**src/rtl/fir_mac_sched.sv**
```systemverilog
// Time-multiplexed FIR: one shared signed MAC serves CH channels, each with its own
// TAPS-deep history ring. Optional output clamping + sticky sat_flag_o via FIR_SCHED_SAT_EN.

module fir_hist_ring #(
    parameter int IW   = 16,
    parameter int TAPS = 20,
    parameter int TW   = $clog2(TAPS)
) (
    input  logic          clk,
    input  logic          reset,
    input  logic          push_i,
    input  logic [IW-1:0] sample_i,
    input  logic [TW-1:0] tap_i,
    output logic [IW-1:0] data_o
);
    logic [IW-1:0] mem_q [TAPS];
    logic [TW-1:0] wp_q, wp_d, rd_idx;
    logic [TW:0]   rd_sum;

    always_comb begin
        wp_d   = (wp_q == TW'(TAPS - 1)) ? '0 : wp_q + 1'b1;
        // (wp - tap) mod TAPS without a divider: bias by TAPS, subtract once
        rd_sum = {1'b0, wp_q} + (TW+1)'(TAPS) - {1'b0, tap_i};
        rd_idx = (rd_sum >= (TW+1)'(TAPS)) ? TW'(rd_sum - (TW+1)'(TAPS)) : TW'(rd_sum);
    end

    assign data_o = mem_q[rd_idx];

    always_ff @(posedge clk or posedge reset) begin
        if (reset) begin
            wp_q <= '0;
            for (int i = 0; i < TAPS; i++) mem_q[i] <= '0;
        end else if (push_i) begin
            wp_q        <= wp_d;
            mem_q[wp_d] <= sample_i;
        end
    end
endmodule

module fir_mac_sched #(
    parameter int IW   = 16,
    parameter int CW   = 16,
    parameter int TAPS = 20,
    parameter int CH   = 2,
    parameter int AW   = 40,
    parameter int TW   = $clog2(TAPS),
    parameter int CHW  = (CH > 1) ? $clog2(CH) : 1
) (
    input  logic             clk,
    input  logic             reset,
    input  logic [CH-1:0]    ch_valid_i,
    input  logic [CH*IW-1:0] ch_data_i,
    output logic [CH-1:0]    ch_ready_o,
    input  logic             coef_we_i,
    input  logic [TW-1:0]    coef_addr_i,
    input  logic [CW-1:0]    coef_wdata_i,
    output logic             coef_ready_o,
    output logic             out_valid_o,
    output logic [CHW-1:0]   out_ch_o,
    output logic [IW-1:0]    out_data_o,
    output logic             busy_o
`ifdef FIR_SCHED_SAT_EN
   ,output logic             sat_flag_o
`endif
);
    typedef enum logic [1:0] {S_IDLE, S_LOAD, S_MAC, S_ROUND} state_e;

    state_e                 state_q, state_d;
    logic [CHW-1:0]         sel_q, last_q, gnt_idx;
    logic [IW-1:0]          sample_q;
    logic [TW-1:0]          k_q;
    logic signed [AW-1:0]   acc_q, prod_ext, rnd_sum;
    logic signed [CW-1:0]   coef_q [TAPS];
    logic [CH-1:0]          grant, push;
    logic [CH-1:0][IW-1:0]  hist_rd;
    logic signed [IW-1:0]   hist_sel;
    logic signed [IW+CW-1:0] prod;
    logic [IW-1:0]          res;
    logic                   out_valid_q;
    logic [CHW-1:0]         out_ch_q;
    logic [IW-1:0]          out_data_q;
    logic                   found, hs;

    for (genvar c = 0; c < CH; c++) begin : g_ring
        assign push[c] = (state_q == S_LOAD) && (sel_q == CHW'(c));
        fir_hist_ring #(.IW(IW), .TAPS(TAPS), .TW(TW)) u_ring (
            .clk      (clk),
            .reset    (reset),
            .push_i   (push[c]),
            .sample_i (sample_q),
            .tap_i    (k_q),
            .data_o   (hist_rd[c])
        );
    end

    // Round-robin: first requester after the last granted channel
    always_comb begin
        grant   = '0;
        gnt_idx = '0;
        found   = 1'b0;
        for (int off = 1; off <= CH; off++) begin
            if (!found && ch_valid_i[(int'(last_q) + off) % CH]) begin
                found   = 1'b1;
                gnt_idx = CHW'((int'(last_q) + off) % CH);
                grant[(int'(last_q) + off) % CH] = 1'b1;
            end
        end
    end

    assign ch_ready_o   = (state_q == S_IDLE && !reset) ? grant : '0;
    assign coef_ready_o = (state_q == S_IDLE) && !reset;
    assign hs           = |(ch_valid_i & ch_ready_o);
    assign busy_o       = (state_q != S_IDLE);

    always_comb begin
        state_d = state_q;
        case (state_q)
            S_IDLE:  if (hs) state_d = S_LOAD;
            S_LOAD:  state_d = S_MAC;
            S_MAC:   if (k_q == TW'(TAPS - 1)) state_d = S_ROUND;
            S_ROUND: state_d = S_IDLE;
            default: state_d = S_IDLE;
        endcase
    end

    always_ff @(posedge clk or posedge reset) begin
        if (reset) state_q <= S_IDLE;
        else       state_q <= state_d;
    end

    assign hist_sel = hist_rd[sel_q];
    assign prod     = coef_q[k_q] * hist_sel;
    assign prod_ext = {{(AW-IW-CW){prod[IW+CW-1]}}, prod};
    assign rnd_sum  = acc_q + (AW'(1) << (CW - 2));

`ifdef FIR_SCHED_SAT_EN
    logic signed [AW-1:0] r;
    logic [AW-IW:0]       r_hi;
    logic                 ovf, sat_q;

    always_comb begin
        r    = rnd_sum >>> (CW - 1);
        r_hi = r[AW-1:IW-1];
        ovf  = ~((&r_hi) | ~(|r_hi));
        if (!ovf)          res = r[IW-1:0];
        else if (r[AW-1])  res = {1'b1, {(IW-1){1'b0}}};
        else               res = {1'b0, {(IW-1){1'b1}}};
    end

    always_ff @(posedge clk or posedge reset) begin
        if (reset)                           sat_q <= 1'b0;
        else if (state_q == S_ROUND && ovf)  sat_q <= 1'b1;
    end
    assign sat_flag_o = sat_q;
`else
    assign res = IW'(rnd_sum >>> (CW - 1));
`endif

    always_ff @(posedge clk or posedge reset) begin
        if (reset) begin
            sel_q       <= '0;
            last_q      <= CHW'(CH - 1);
            sample_q    <= '0;
            acc_q       <= '0;
            k_q         <= '0;
            out_valid_q <= 1'b0;
            out_ch_q    <= '0;
            out_data_q  <= '0;
        end else begin
            out_valid_q <= (state_q == S_ROUND);
            case (state_q)
                S_IDLE: if (hs) begin
                    sel_q    <= gnt_idx;
                    last_q   <= gnt_idx;
                    sample_q <= ch_data_i[gnt_idx*IW +: IW];
                end
                S_LOAD: begin
                    acc_q <= '0;
                    k_q   <= '0;
                end
                S_MAC: begin
                    acc_q <= acc_q + prod_ext;
                    if (k_q != TW'(TAPS - 1)) k_q <= k_q + 1'b1;
                end
                S_ROUND: begin
                    out_data_q <= res;
                    out_ch_q   <= sel_q;
                end
                default: ;
            endcase
        end
    end

    // Coefficients are frozen outside IDLE so a MAC pass sees one consistent bank
    always_ff @(posedge clk or posedge reset) begin
        if (reset) begin
            for (int i = 0; i < TAPS; i++) coef_q[i] <= '0;
        end else if (coef_we_i && coef_ready_o && int'(coef_addr_i) < TAPS) begin
            coef_q[coef_addr_i] <= coef_wdata_i;
        end
    end

    assign out_valid_o = out_valid_q;
    assign out_ch_o    = out_ch_q;
    assign out_data_o  = out_data_q;
endmodule

```
**config.mk**
```make
export PLATFORM = sky130hd
export DESIGN_NAME = fir_mac_sched
export DESIGN_NICKNAME = d
export VERILOG_FILES = /design/src/rtl/fir_mac_sched.sv
export SDC_FILE = /design/constraint.sdc
export NUM_CORES = 2
export LEC_CHECK = 0
export ABC_AREA = 1
export BUFFER_PORTS_ARGS = -buffer_cell sky130_fd_sc_hd__buf_2
export CORE_MARGIN = 4
export CORE_UTILIZATION = 35
export DETAILED_ROUTE_END_ITERATION = 8
export PLACE_DENSITY = 0.47
export SLEW_MARGIN = 20
export SYNTH_ARGS = -nofsm -noshare
export SYNTH_HDL_FRONTEND = slang
export SYNTH_SLANG_ARGS = --single-unit
```
**constraint.sdc**
```tcl
create_clock -name clk -period 65.1 [get_ports clk]
set_input_delay 3.255 -clock clk [delete_from_list [all_inputs] [get_ports clk]]
set_output_delay 3.255 -clock clk [all_outputs]
set_load 0.005 [all_outputs]
```
Word level (Yosys, flattened, before mapping)
Cells that the tools add are included.
{"block": "classes", "n_mux": 46, "n_div": 0, "reduce_logical": 20, "n_mul": 1, "addsub": 13, "bitwise": 11, "n_lt_le_gt_ge": 17, "n_shift": 1, "n_eq_ne": 10}
{"op": "$bwmux W320", "n": 3}
{"op": "$bmux W16 S5", "n": 3}
{"op": "$demux W16 S5", "n": 3}
{"op": "$mux W16", "n": 11}
{"op": "$pmux W40 S2", "n": 1}
{"op": "$add A40 B32 Y40", "n": 1}
{"op": "$ge A6 B6 Y1 const B", "n": 6}
{"op": "$not A5 Y6", "n": 6}
{"op": "$mul A16 B16 Y32", "n": 1}
{"op": "$shiftx A32 B6 Y16", "n": 1}
{"op": "$add A31 B16 Y31 const B", "n": 1}
{"op": "$mux W5", "n": 5}
{"op": "$lt A6 B1 Y1 const B", "n": 3}
{"op": "$add A5 B1 Y5 const B", "n": 3}
{"op": "$eq A5 B5 Y1 const B", "n": 3}
{"op": "$add A5 B5 Y6 const B", "n": 2}
{"op": "$ge A6 B5 Y1 const B", "n": 2}
{"op": "$sub A6 B5 Y6", "n": 2}
{"op": "$logic_and A1 B1 Y1", "n": 11}
{"op": "$mux W1", "n": 11}
{"op": "$mux W2", "n": 5}
{"op": "$pmux W5 S2", "n": 1}
{"op": "$sub A5 B5 Y5 const B", "n": 2}
{"op": "$pmux W2 S4", "n": 1}
{"op": "19 further kinds", "n": 31}
{"block": "totals", "ram_bits": 0, "mem_count": 0, "romBits": 0, "out_inout_bits": 22, "latch_bits": 0, "input_bits": 58, "reg_bits": 1053}

Depth between registers and ports, before layout
{"block": "depth", "ltp_word": 14, "depth_mapped": 55, "ltp_nobuf": 50}

By module
Synthesis repeated with hierarchy kept, for this count alone.
{"block": "unflattened", "hier_cells": 7067, "hier_area_um2": 59783.6}
{"module": "fir_mac_sched", "cells_each": 3416, "n_inst": 1, "seq_area_each_um2": 9860.7, "area_per_inst_um2": 28376.0}
{"module": "fir_hist_ring at g_ring[0].u_ring", "cells_each": 1733, "n_inst": 1, "seq_area_each_um2": 8132.8, "area_per_inst_um2": 16084.2}
{"module": "fir_hist_ring at g_ring[1].u_ring", "cells_each": 1918, "n_inst": 1, "seq_area_each_um2": 8132.8, "area_per_inst_um2": 15323.4}

Worst setup path after synthesis
OpenSTA, ideal clock, no wires.
{"block": "synth_path", "kind": "register to register", "startpoint": "register k_q[1]", "endpoint": "register acc_q[29]", "path_stages_with_launch": 46, "setup_slack_ns": 56.078, "t_arrival_ns": 8.899, "period_less_slack_ns": 9.022, "n_path_buf": 6, "t_required_ns": 64.977, "cell_sequence": "dfrtp_1 inv_2 buf_2 buf_2 clkbuf_1 ha_1 ha_1 fa_1 xor2_1 inv_2 ha_1 nand3_2 nand2_2 nand3_4 nand2_8 nand2_4 nand2_8 buf_6 [... 10 more ...] fa_1 fa_1 fa_1 inv_1 fa_1 inv_1 ha_1 nand2_1 nor4_1 nand4_1 nand3_1 nand3_1 nand2_1 nand3_1 o21bai_1 a21oi_1 o21ai_0 nand2_1"}
{"block": "synth_between", "elab_chain_len": 12}
{"element": "start, declared", "line_no": "71", "text": "logic [TW-1:0] k_q;"}
{"element": "start signal, assigned", "line_no": "183", "text": "if (k_q != TW'(TAPS - 1)) k_q <= k_q + 1'b1;"}
{"element": "$sub A6 B5 Y6", "line_no": "23", "text": "rd_sum = {1'b0, wp_q} + (TW+1)'(TAPS) - {1'b0, tap_i};"}
{"element": "$sub A5 B5 Y5 / $ge A6 B5 Y1 (equally long branches)", "line_no": "24", "text": "rd_idx = (rd_sum >= (TW+1)'(TAPS)) ? TW'(rd_sum - (TW+1)'(TAPS)) : TW'(rd_sum);"}
{"element": "$mux W5", "line_no": "24"}
{"element": "$not A5 Y6 (not written as such)", "line_no": "27", "text": "assign data_o = mem_q[rd_idx];"}
{"element": "$bmux W16 S5", "line_no": "27"}
{"element": "$mux W16 (not written as such) (2 in series)", "line_no": "27"}
{"element": "$mux W16 (not written as such) (2 in series)", "line_no": "131", "text": "assign hist_sel = hist_rd[sel_q];"}
{"element": "$mul A16 B16 Y32 (*)", "line_no": "132", "text": "assign prod = coef_q[k_q] * hist_sel;"}
{"element": "$add A40 B32 Y40 (*)", "line_no": "182", "text": "acc_q <= acc_q + prod_ext;"}
{"element": "$pmux W40 S2 (*)", "line_no": "171", "text": "case (state_q)"}
{"element": "end signal, assigned", "line_no": "182"}
{"element": "end, declared", "line_no": "72", "text": "logic signed [AW-1:0] acc_q, prod_ext, rnd_sum;"}
Mark *: on every way between the ends. The rest lies on a longest branch, timed or not. The select of a mux whose other input is x is not followed.
A chain may end at the register's enable or synchronous reset.

Worst setup path in the final report
Ends and elaborated chain as after synthesis.

==> results.json <==
{
  "status": "completed",
  "dieArea_mm2": 0.174,
  "final_common_cell": "nand2_1",
  "via_per_inst": 5.19,
  "drive_gt1_share_pct": 7.29,
  "grt_max_degree": 145,
  "hold_violations": 0,
  "cts_hold_buffers": 0,
  "crit_path_end_kind": "register",
  "post-cts-setup-buffers": 0,
  "critPathMaxFanout": 45,
  "postSynth.asyncResetShare_pct": 100,
  "drtAntennaViolNets": 0,
  "stdcell_area_mm2": 0.0647,
  "slew_viol_final": 0,
  "firstDrtPassIters": 5,
  "cts_root_buffer": "clkbuf_16",
  "setup_tns_ns": 0,
  "synth_top_cell_area_share_pct": 44.5,
  "numPortBuffers": 79,
  "cp-start-kind": "register",
  "synth-seq-cells": 1044,
  "synth_ff_type": "dfrtp_1",
  "dpl-instance-area_mm2": 0.0604,
  "cts_tree": "done",
  "wire_per_inst_um": 21.2,
  "routed_wl_mm": 192,
  "critPathRequiredTime_ns": 65.70,
  "hp-class": "register to register",
  "insertion_delay_ns": 0.78,
  "grt_pass1_vias": 46600,
  "syn_area_mm2": 0.0586,
  "die_w_um": 417,
  "initial_core_util_pct": 35.4,
  "syn_inst": 7012,
  "critPathMaxStageDelay_ns": 0.91,
  "grt_use_total_pct": 22.1,
  "post_cts_resized": 0,
  "worstPathArrival_ns": 12.05,
  "drc": 0,
  "synthTopCellsByArea": "dfrtp_1, nand2_1, o21ai_0",
  "cts_buffer_depth": 3,
  "grt_overflow_total": 0,
  "numCtsBuffers": 120,
  "clock.fmax_mhz": 87.4,
  "yosysWarnings": 0,
  "synth-edff-count": 0,
  "htreeDepth": 3,
  "skew_ns": 0.0695,
  "grt_pass1_wl_mm": 297,
  "crit_type": "register to register",
  "die_y_um": 417,
  "synth.distinct_cells": 55,
  "core_mm2": 0.166,
  "syn_nets": 7483,
  "dr_total_vias": 47200,
  "post-dp-hpwl_mm": 124,
  "max_slew.worst_pin.slew_ns": 1.05,
  "fin_crit_sh_pct": 17.6,
  "ys_seq_area_share_pct": 44.6,
  "clock_sinks": 1044,
  "maxSlewHeadroom_pct": 29.8,
  "grt_antenna_before_repair": 6,
  "rsz0062_at_grt": "false",
  "maxCapViolCount": 0,
  "avgSynthCellArea_um2": 8.36,
  "synth_top_area_cell": "dfrtp_1",
  "drt-initial-drc-count": 3846,
  "pin_count": 80,
  "period_minus_slack_ns": 11.44,
  "cpMostUsedCell": "nand3_1",
  "areaGrowthSynthToFinish_pct": 10.4,
  "gp_congestion": 0.862,
  "rows": 149,
  "final_cell_mix": "nand2_1, o21ai_0, dfrtp_1",
  "crit_path_top_delay_cell": "fa_1",
  "clk_pin_slew_ns": 0.06,
  "nets": 7269,
  "setup_viol": 0
}
## cell families after synthesis
| kind of cell | share of synthesized area, % |
|---|---|
| AO/OA/AOI/OAI | 17.5 |
| AND/OR/NAND/NOR | 17.0 |
| XOR/XNOR | 0.448 |
| flip-flops | 44.6 |
| buffers and inverters | 8.01 |
| adder cells (fa/ha/maj) | 12.5 |
## metal layers
metal	wire length, um	track usage (%)	up-vias
met5	0	0	-
met3	8630	2.67	250
met1	87300	30.5	23400
met2	91200	36.7	1168
li1	-	-	22300
met4	5320	5.83	0
## cell usage after synthesis (all sizes together), types with 2 or more instances
cell and number:
buf 154, o311ai 4, nand3b 3, a21o 2, a31oi 17, o21a 11, clkinv 3, a32oi 11
xnor2 13, or2 4, o211ai 8, o221ai 27, o21ai 1167, nor3 22, clkbuf 359, o31ai 9
ha 126, a22o 6, fa 287, nand2 1677, o22ai 60, a22oi 84, nand4 35, xor2 17
nor4 4, dfrtp 1043, a21oi 460, inv 652, nand3 226, nor2 493, a32o 24
## per-stage QoR
| step | hold slack [ns] | worst slack (ns) | utilization [%] | std cells |
|---|---|---|---|---|
| 2_1_floorplan | 0.445 | 32.46 | - | 7012 |
| 3_3_place_gp | 0.460 | 53.92 | 36.4 | 8865 |
| 3_5_place_dp | 0.465 | 53.79 | 36.5 | 8865 |
| 4_1_cts | 0.482 | 53.75 | 39.0 | 9087 |
| 5_1_grt | 0.494 | 53.08 | 39.0 | 9088 |
| 6_report | 0.478 | 53.66 | 39.0 | 9090 |
## flip-flops by register name, indices dropped and copies added, names as in the netlist, 2 cells and up
signal               cells
state_q                  2
coef_q                 320
acc_q                   31
sample_q                16
k_q                      5
g_ring.u_ring.wp_q      10
out_data_o              16
g_ring.u_ring.mem_q    640
## worst paths after layout
| check | startpoint | endpoint | slack (ns) | depth (start not counted) |
|---|---|---|---|---|
| worst min register to register | out_data_o[11] | out_data_o[11] | 0.48 | 2 |
| worst max-delay path | k_q[1] | acc_q[29] | 53.66 | 36 |
| worst max register to register | k_q[1] | acc_q[29] | 53.66 | 36 |
| max in group asynchronous | reset | g_ring[0].u_ring.mem_q[128] | 58.79 | 6 |
| min in group asynchronous | reset | coef_q[81] | 2.60 | 2 |
| worst min-delay path | out_data_o[11] | out_data_o[11] | 0.48 | 2 |
## layout make-up
type / count / area, um^2
Clock buffer: 174 / 3440
Sequential cell: 1044 / 26100
Tap cell: 2189 / 2740
Inverter: 655 / 2480
Fill cell: 17000 / 101000
Antenna cell: 3 / 7.51
Clock inverter: 48 / 793
Multi-Input combinational cell: 4800 / 27900
Timing Repair Buffer: 177 / 1180
## critical path, delay by kind of cell (launching register included)
family	cells	cell delay, ns
adders and majority gates	9	5.06
and+or+nand+nor	19	3.54
buffers and inverters	5	1.50
DFF	1	0.78
AOI/OAI and AO/OA	3	0.35
Power is left out: the tool's default activity adds up to more than one toggle a clock period on the data nets, which glitch-free logic cannot reach.
